File: src/rtl/bubble_pkg.sv
// Shared encodings for the bubble-memory emulator: ACCTYPE codes, scheduler
// states and the output-cycle / position limits.
package bubble_pkg;

  typedef enum logic [2:0] {
    ACC_RST  = 3'b000,
    ACC_STBY = 3'b001,
    ACC_IDLE = 3'b100,
    ACC_BOOT = 3'b110,
    ACC_USER = 3'b111
  } acctype_t;

  typedef enum logic [1:0] {
    S_IDLE = 2'd0,
    S_REQ  = 2'd1,
    S_WAIT = 2'd2,
    S_ERR  = 2'd3
  } sched_state_t;

  localparam logic [12:0] BOUT_NONE  = 13'h1FFF;
  localparam logic [11:0] ABSPOS_MAX = 12'd2052;

  localparam logic FT_BOOT = 1'b0;
  localparam logic FT_PAGE = 1'b1;

endpackage

File: src/rtl/fetch_handshake.sv
// Request/ack/done tracking for one flash-loader fetch. With PFS_FETCH_TIMEOUT_EN
// defined, a stalled loader is caught by a saturating wait counter and S_ERR.
module fetch_handshake
  import bubble_pkg::*;
#(
  parameter logic [15:0] TIMEOUT_CYC = 16'd48000
) (
  input  logic         clk,
  input  logic         rst,
  input  logic         start,
  input  logic         abort,
  input  logic         fetch_ack,
  input  logic         fetch_done,
  output sched_state_t state,
  output logic         fetch_req,
  output logic         commit,
  output logic         timeout
);

  // Set when ACCTYPE returns to RST mid-fetch; the loader still finishes, but
  // its data must not become the read bank.
  logic discard;
  logic done_seen;

  always_comb begin
    done_seen = fetch_done && ((state == S_REQ && fetch_ack) || state == S_WAIT);
    commit    = done_seen && !discard && !abort;
  end

`ifdef PFS_FETCH_TIMEOUT_EN
  logic [15:0] wait_cnt;
  logic [15:0] cnt_inc;

  always_comb begin
    cnt_inc = (wait_cnt == 16'hFFFF) ? wait_cnt : wait_cnt + 16'd1;
    timeout = (state == S_WAIT) && !fetch_done && (cnt_inc >= TIMEOUT_CYC);
  end
`else
  logic unused_cfg;

  // No wait counter in this build: the loader may take as long as it needs.
  assign unused_cfg = ^TIMEOUT_CYC;
  assign timeout    = 1'b0;
`endif

  always_ff @(posedge clk or posedge rst) begin
    if (rst) begin
      state     <= S_IDLE;
      fetch_req <= 1'b0;
      discard   <= 1'b0;
`ifdef PFS_FETCH_TIMEOUT_EN
      wait_cnt  <= 16'd0;
`endif
    end else begin
      case (state)
        S_IDLE: begin
          if (start) begin
            state     <= S_REQ;
            fetch_req <= 1'b1;
            discard   <= 1'b0;
          end
        end
        S_REQ: begin
          if (abort) discard <= 1'b1;
          if (fetch_ack) begin
            fetch_req <= 1'b0;
            state     <= fetch_done ? S_IDLE : S_WAIT;
`ifdef PFS_FETCH_TIMEOUT_EN
            wait_cnt  <= 16'd0;
`endif
          end
        end
        S_WAIT: begin
          if (abort) discard <= 1'b1;
          if (fetch_done) begin
            state <= S_IDLE;
          end else begin
`ifdef PFS_FETCH_TIMEOUT_EN
            wait_cnt <= cnt_inc;
            if (timeout) state <= S_ERR;
`endif
          end
        end
        S_ERR: begin
          if (abort) state <= S_IDLE;
        end
        default: state <= S_IDLE;
      endcase
    end
  end

endmodule

File: src/rtl/page_fetch_scheduler.sv
// Turns BOOT/USER access edges into flash-loader fetches into a double buffer
// and flags output-path underruns. Optional loader timeout: PFS_FETCH_TIMEOUT_EN.
module page_fetch_scheduler
  import bubble_pkg::*;
#(
  parameter logic [15:0] TIMEOUT_CYC = 16'd48000,
  parameter logic [11:0] BOOT_ADDR   = 12'd0
) (
  input  logic        MCLK,
  input  logic        RST,
  input  logic [2:0]  ACCTYPE,
  input  logic [11:0] ABSPOS,
  input  logic [12:0] BOUTCYCLENUM,
  output logic        FETCH_REQ,
  output logic        FETCH_TYPE,
  output logic [11:0] FETCH_ADDR,
  output logic        FETCH_BANK,
  input  logic        FETCH_ACK,
  input  logic        FETCH_DONE,
  output logic        READ_BANK,
  output logic        BUF_VALID,
  output logic        UNDERRUN
);

  logic [2:0]   acc_prev;
  logic [12:0]  bout_prev;
  logic         boot_trig, page_trig, trig;
  logic         trig_type;
  logic [11:0]  trig_addr;
  logic         pend_vld, pend_type;
  logic [11:0]  pend_addr;
  logic         idle, start, start_type;
  logic [11:0]  start_addr;
  logic         abort, commit, timeout, bout_start;
  sched_state_t state;

  always_comb begin
    abort      = (ACCTYPE == ACC_RST);
    boot_trig  = (ACCTYPE == ACC_BOOT) && (acc_prev != ACC_BOOT);
    page_trig  = (ACCTYPE == ACC_USER) && (acc_prev != ACC_USER);
    trig       = boot_trig || page_trig;
    trig_type  = page_trig ? FT_PAGE : FT_BOOT;
    trig_addr  = page_trig ? ABSPOS : BOOT_ADDR;
    idle       = (state == S_IDLE);
    // A fresh trigger is newer than anything parked in the pending slot.
    start      = idle && (trig || pend_vld);
    start_type = trig ? trig_type : pend_type;
    start_addr = trig ? trig_addr : pend_addr;
    bout_start = (bout_prev == BOUT_NONE) && (BOUTCYCLENUM != BOUT_NONE);
  end

  fetch_handshake #(
    .TIMEOUT_CYC (TIMEOUT_CYC)
  ) u_handshake (
    .clk        (MCLK),
    .rst        (RST),
    .start      (start),
    .abort      (abort),
    .fetch_ack  (FETCH_ACK),
    .fetch_done (FETCH_DONE),
    .state      (state),
    .fetch_req  (FETCH_REQ),
    .commit     (commit),
    .timeout    (timeout)
  );

  always_ff @(posedge MCLK or posedge RST) begin
    if (RST) begin
      acc_prev   <= ACC_RST;
      bout_prev  <= BOUT_NONE;
      pend_vld   <= 1'b0;
      pend_type  <= FT_BOOT;
      pend_addr  <= BOOT_ADDR;
      FETCH_TYPE <= FT_BOOT;
      FETCH_ADDR <= BOOT_ADDR;
      FETCH_BANK <= 1'b1;
      READ_BANK  <= 1'b0;
      BUF_VALID  <= 1'b0;
      UNDERRUN   <= 1'b0;
    end else begin
      acc_prev  <= ACCTYPE;
      bout_prev <= BOUTCYCLENUM;

      // Pending slot: one deep, only filled while a fetch is in flight.
      if (abort) begin
        pend_vld <= 1'b0;
      end else if (trig && (state == S_REQ || state == S_WAIT)) begin
        pend_vld  <= 1'b1;
        pend_type <= trig_type;
        pend_addr <= trig_addr;
      end else if (start) begin
        pend_vld <= 1'b0;
      end

      if (start) begin
        FETCH_TYPE <= start_type;
        FETCH_ADDR <= start_addr;
        FETCH_BANK <= ~FETCH_BANK;
      end

      if (commit) READ_BANK <= FETCH_BANK;

      if (abort)       BUF_VALID <= 1'b0;
      else if (start)  BUF_VALID <= 1'b0;
      else if (commit) BUF_VALID <= 1'b1;

      if (abort)                         UNDERRUN <= 1'b0;
      else if (timeout)                  UNDERRUN <= 1'b1;
      else if (bout_start && !BUF_VALID) UNDERRUN <= 1'b1;
    end
  end

endmodule

File: config.mk
export PLATFORM = sky130hd
export DESIGN_NAME = page_fetch_scheduler
export DESIGN_NICKNAME = d
export VERILOG_FILES = /design/src/rtl/bubble_pkg.sv /design/src/rtl/fetch_handshake.sv /design/src/rtl/page_fetch_scheduler.sv
export SDC_FILE = /design/constraint.sdc
export NUM_CORES = 1
export LEC_CHECK = 0
export ABC_AREA = 0
export BUFFER_PORTS_ARGS = -buffer_cell sky130_fd_sc_hd__buf_2
export CORE_UTILIZATION = 45
export CTS_CLUSTER_SIZE = 30
export DETAILED_ROUTE_END_ITERATION = 8
export PLACE_DENSITY = 0.74
export SYNTH_ARGS = -nofsm -noshare
export SYNTH_HDL_FRONTEND = slang
export SYNTH_SLANG_ARGS = --single-unit
File: constraint.sdc
create_clock -name MCLK -period 2.4 [get_ports MCLK]
set_clock_uncertainty 0.15 [all_clocks]
set_input_delay 0.48 -clock MCLK [delete_from_list [all_inputs] [get_ports MCLK]]
set_output_delay 0.48 -clock MCLK [all_outputs]
set_load 0.01 [all_outputs]
== After elaboration in Yosys (flattened, before gate mapping) ==
Index checks and enable logic that the tools add are counted.

* Register bits after elaboration: 51
* Output and inout port bits: 18

* Equality and inequality tests: 14
* Bitwise gates (word level): 2
* Mux-type cells: 23
* Reductions and logical operators: 29

{| class="wikitable"
|+ Operator list
! cell !! count
|-
| 2-to-1 mux 12 bit || 2
|-
| equality test 13 bit, second input constant || 1
|-
| 2-to-1 mux 1 bit || 13
|-
| != test 13 bit, second input constant || 1
|-
| logical AND 1 bit || 10
|-
| 2-to-1 mux 2 bit || 5
|-
| one-hot mux 2 bit (4 select lines) || 1
|-
| equality test 3 bit, second input constant || 2
|-
| != test 2 x 1 -> 1 bit, second input constant || 3
|-
| != test 3 bit, second input constant || 2
|-
| AND reduction 3 bit || 2
|-
| nonzero test 2 bit || 3
|-
| nonzero test 3 bit || 2
|-
| equality test 2 bit, second input constant || 2
|-
| logical OR 1 bit || 4
|-
| != test 2 bit, second input constant || 2
|-
| one-hot mux 1 bit (2 select lines) || 2
|-
| AND reduction 4 bit || 1
|-
| logical NOT 1 bit || 3
|-
| logical NOT 3 bit || 1
|-
| equality test 2 x 1 -> 1 bit, second input constant || 1
|-
| logical NOT 2 bit || 1
|-
| inverter 1 bit || 2
|-
| AND reduction 2 bit || 1
|-
| OR reduction 2 bit || 1
|}

== Logic depth before layout (Yosys ltp) ==
* Depth in word-level cells: 9
* Depth in mapped cells: 7
* Gate-level depth less buffers: 6

== By module ==
A second synthesis with hierarchy kept.

* Cells, all modules: 171
* Area total of the unflattened synthesis: 2132.0 um^2

{| class="wikitable"
|+ Modules (own cells, without submodules)
! module !! times used !! sequential area each (um^2) !! area an instance (um^2) !! cells each
|-
| page_fetch_scheduler || 1 || 1193.6 || 1836.8 || 140
|-
| fetch_handshake || 1 || 100.1 || 295.3 || 31
|}

== Worst setup path before layout ==
No wires, ideal clock.

* Kind: in2reg
* Start point: input ACCTYPE[0]
* End point: register u_handshake.state[0]
* Data required time: 2.122 ns
* Setup time: 0.128 ns
* Slack: 0.571 ns
* Stages: 4
* Path buffers: 0
* Arrival time: 1.551 ns
* Cells stage by stage: nor3_2 -> nor2b_1 -> a2111oi_4 -> mux2_1

* Cells in the longest elaborated chain, start to end: 7
* Elaborated cells on any way between the ends: 11
* Classes of those cells: eq/ne: 4; reduce/logical: 7

{| class="wikitable"
|+ RTL lines
! item !! line !! text
|-
| start: declaration || page_fetch_scheduler.sv:11 || <nowiki>input logic [2:0] ACCTYPE,</nowiki>
|-
| equality test 3 bit, on equally long branches || page_fetch_scheduler.sv:39, page_fetch_scheduler.sv:40 ||
|-
| logical AND 1 bit, on equally long branches || page_fetch_scheduler.sv:39, page_fetch_scheduler.sv:40 ||
|-
| logical OR 1 bit || page_fetch_scheduler.sv:41 || <nowiki>trig = boot_trig || page_trig;</nowiki>
|-
| logical OR 1 bit || page_fetch_scheduler.sv:46 || <nowiki>start = idle && (trig || pend_vld);</nowiki>
|-
| logical AND 1 bit || page_fetch_scheduler.sv:46 ||
|-
| != test 2 x 1 -> 1 bit (no line) || - ||
|-
| AND reduction 4 bit (no line) * || - ||
|-
| end signal: assignment || fetch_handshake.sv:67 || <nowiki>state <= fetch_done ? S_IDLE : S_WAIT;</nowiki>
|-
| end: declaration || fetch_handshake.sv:14 || <nowiki>output sched_state_t state,</nowiki>
|}

Every way passes the cells marked *; elsewhere a longest branch is shown, timed or not.
A chain may end at the register's enable or synchronous reset.

== Final worst setup path ==
* Start point: register u_handshake.state[1]
* End point: register READ_BANK

* Cells in the longest elaborated chain, start to end: 6
* Elaborated cells on any way between the ends: 7
* Classes of those cells: eq/ne: 2; reduce/logical: 5

{| class="wikitable"
|+ RTL lines
! item !! line !! text
|-
| equality test 2 x 1 -> 1 bit || fetch_handshake.sv:26 || <nowiki>done_seen = fetch_done && ((state == S_REQ && fetch_ack) || state == S_WAIT);</nowiki>
|-
| logical AND 1 bit || fetch_handshake.sv:26 ||
|-
| logical OR 1 bit * || fetch_handshake.sv:26 ||
|-
| logical AND 1 bit * || fetch_handshake.sv:26 ||
|-
| logical AND 1 bit * (2 in a row) || fetch_handshake.sv:27 || <nowiki>commit = done_seen && !discard && !abort;</nowiki>
|-
| end signal: assignment || page_fetch_scheduler.sv:77 || <nowiki>READ_BANK <= 1'b0;</nowiki>
|-
| end signal: assignment || page_fetch_scheduler.sv:101 || <nowiki>if (commit) READ_BANK <= FETCH_BANK;</nowiki>
|-
| end: declaration || page_fetch_scheduler.sv:20 || <nowiki>output logic READ_BANK,</nowiki>
|}

Marked as above.

==> impl_metrics.ini <==
[synth]
synth_commonest_cells = dfrtp_1 (37), o21ai_0 (18), nand2_1 (17)
post-synth-top-count-cell = dfrtp_1
syn-cell-area_um2 = 2110
ys_ff_latch = 51
synthCells = 171
avgSynthCellArea_um2 = 12.3
yosysTopAreaCell = dfrtp_1
syn_nets = 208
synth_top_area_share_pct = 43.9
ys_warn_count = 0
ys_seq_area_share_pct = 61.4
synth-async-reset-ratio_pct = 100
synth_area_leaders = dfrtp_1 (44%), dfstp_2 (17%), a32o_1 (5.7%)
synthFlopType = dfrtp_1
synth_cell_types = 37
synth_enable_flop_cells = 0

[sta]
final.setup.tns_ns = 0
worstMarginPinSlew_ns = 0.459
worst_slack_ns = 0.428
whs_ns = 0.0464
fin_crit_sh_pct = 82.2
finalHoldViolations = 0
finalCriticalPeriod_ns = 1.97
fmax_ghz = 0.507
slew_headroom_pct = 69.0
rsz0062_at_grt = no
finalMaxSlewViolations = 0
setup_viol = 0

[critical_path]
critPathKind = flop to flop
endpoint = READ_BANK
worstPathArrival_ns = 2.02
cp.required_ns = 2.45
startpoint_type = flop
worstPathMaxFanout = 5
worst-r2r-setup-slack_ns = 0.43
reg2reg_to = READ_BANK
r2r.worst_path.cells = 5
endpoint_kind = flop
critPathLaunch = u_handshake.state[1]
r2r_start = u_handshake.state[1]

[clocking]
cts-buffers-inserted = 5
numClockSinks = 51
post_cts_resized = 0
htreeDepth = 2
holdBufCountCts = 0
cts.path.max_buffers = 2
cts_setup_buffers = 0
cts_tree = yes
clock-root-buffer = clkbuf_8
clk_pin_slew_ns = 0.09
clock_latency_ns = 0.30

[finish]
n_antenna_cell = 0
finalNonFillerCells = 278
nets = 262
drive_above_1_share_pct = 37.6
design_area_um2 = 2560
final_core_util_pct = 57.9
area_delta_synth_final_pct = 21.4

[drt]
first_pass_iters = 4
vias_per_cell = 5.52
drt_drc_violations_left = 0
drt_iter0_drc = 85
drt-met1-wl_mm = 2.01
dr_wl_met3_um = 227
avgRoutedWirePerCell_um = 14.9
postRouteAntennaNets = 0
dr_wl_met2_mm = 1.86
totalWireLength_mm = 4.14
highest_layer = met4
via_count = 1534

[power_and_ir_drop]
leakage_nw = 1.18
powerDensity_nw_per_um2 = 1120
peakVddDrop_mv = 0.542
total_power_mw = 2.87

[die]
rows = 24
start_util_pct = 47.7
die_height_um = 70.4
ios = 50
core_um2 = 4410
die_w_um = 70.4
die-area_um2 = 4960

[global_routing]
antenna_found_initial = 0
grt_pass1_wl_mm = 6.96
grt_pass1_vias = 1425
overflow = 0
grtUsageTotal_pct = 18.2
grt_start_max_net_pins = 52

[placement]
io_buffers = 49
dpl.hpwl_mm = 3.03
globalplace.congestion = 0.765
dp_cells = 270
dpl_cell_area_um2 = 2440
preCtsSetupSlack_ns = 0.367

[flow_run]
maxCapViolations = 0

[min_path]
hp-class = input pin to async pin

[run_status]
outcome = finished clean
==> flip-flops by register name, indices dropped and copies added (netlist names) <==
| register | count |
|---|---|
| BUF_VALID | 1 |
| FETCH_ADDR | 12 |
| FETCH_BANK | 1 |
| FETCH_TYPE | 1 |
| READ_BANK | 1 |
| UNDERRUN | 1 |
| acc_prev | 3 |
| bout_prev | 13 |
| pend_addr | 12 |
| pend_type | 1 |
| pend_vld | 1 |
| u_handshake.discard | 1 |
| u_handshake.fetch_req | 1 |
| u_handshake.state | 2 |
==> worst min path at each step <==
| stage | endpoint | startpoint | slack (ns) |
|---|---|---|---|
| 2_1_floorplan | pend_type | pend_type | 0.32 |
| 3_3_place_gp | FETCH_ADDR[6] | FETCH_ADDR[6] | 0.31 |
| 3_5_place_dp | FETCH_ADDR[6] | FETCH_ADDR[6] | 0.32 |
| 4_1_cts | FETCH_ADDR[3] | RST | 0.06 |
| 5_1_grt | FETCH_ADDR[5] | RST | 0.08 |
| 6_report | FETCH_ADDR[3] | RST | 0.05 |
==> layout make-up <==
class | count | area, µm²
sequential | 51 | 1290
clock inverter | 3 | 43.8
inverter | 5 | 18.8
tap | 52 | 65.1
multi-input combinational | 106 | 757
fill | 385 | 1860
clock buffer | 5 | 68.8
timing repair buffer | 56 | 310
==> critical path, cell delays in order (launching register included) <==
cell and delay [ns]:
dfrtp_1 0.40, inv_1 0.14, ha_1 0.28, a21oi_1 0.09, nor4b_1 0.42, mux2_2 0.38
==> layer usage <==
metal  vias to the layer above  global-route usage [%]
met5                         -                       0
met4                         0                    4.67
met3                         4                    5.19
met2                        41                    25.9
met1                       749                    27.2
li1                        740                       -
==> power breakdown <==
group	leakage (nW)	internal, mW	switching (mW)	total (mW)
combinational	0.491	0.449	0.510	0.959
sequential	0.626	1.16	0.162	1.32
clock	0.0581	0.311	0.282	0.592
==> cell usage in the layout, fill, tap and decap left out, types with 2 or more instances in the layout <==
cell / instances
o211ai_1: 2
clkbuf_8: 5
ha_1: 5
nor2_1: 2
nor2b_1: 4
a32o_1: 12
o21ai_0: 18
a21oi_1: 4
buf_2: 49
nand4_1: 4
dfstp_2: 14
nand2b_1: 2
nand2_1: 17
inv_1: 4
nand3_1: 3
dfrtp_1: 37
buf_4: 6
nand4b_1: 2
a22oi_1: 12
==> logic make-up (layout without fill, tap and decap cells) <==
family          count (synthesis)  in the layout  share of synthesized area [%]
compound gates                 54             54                           19.5
flops                          51             51                           61.4
xor+xnor                        2              2                           1.19
fa+ha+maj                       5              5                           2.97
buf+inv                        14             69                           2.97
mux                             2              2                           1.07
simple gates                   43             43                           10.9
Power figures use the tool's default switching activity.
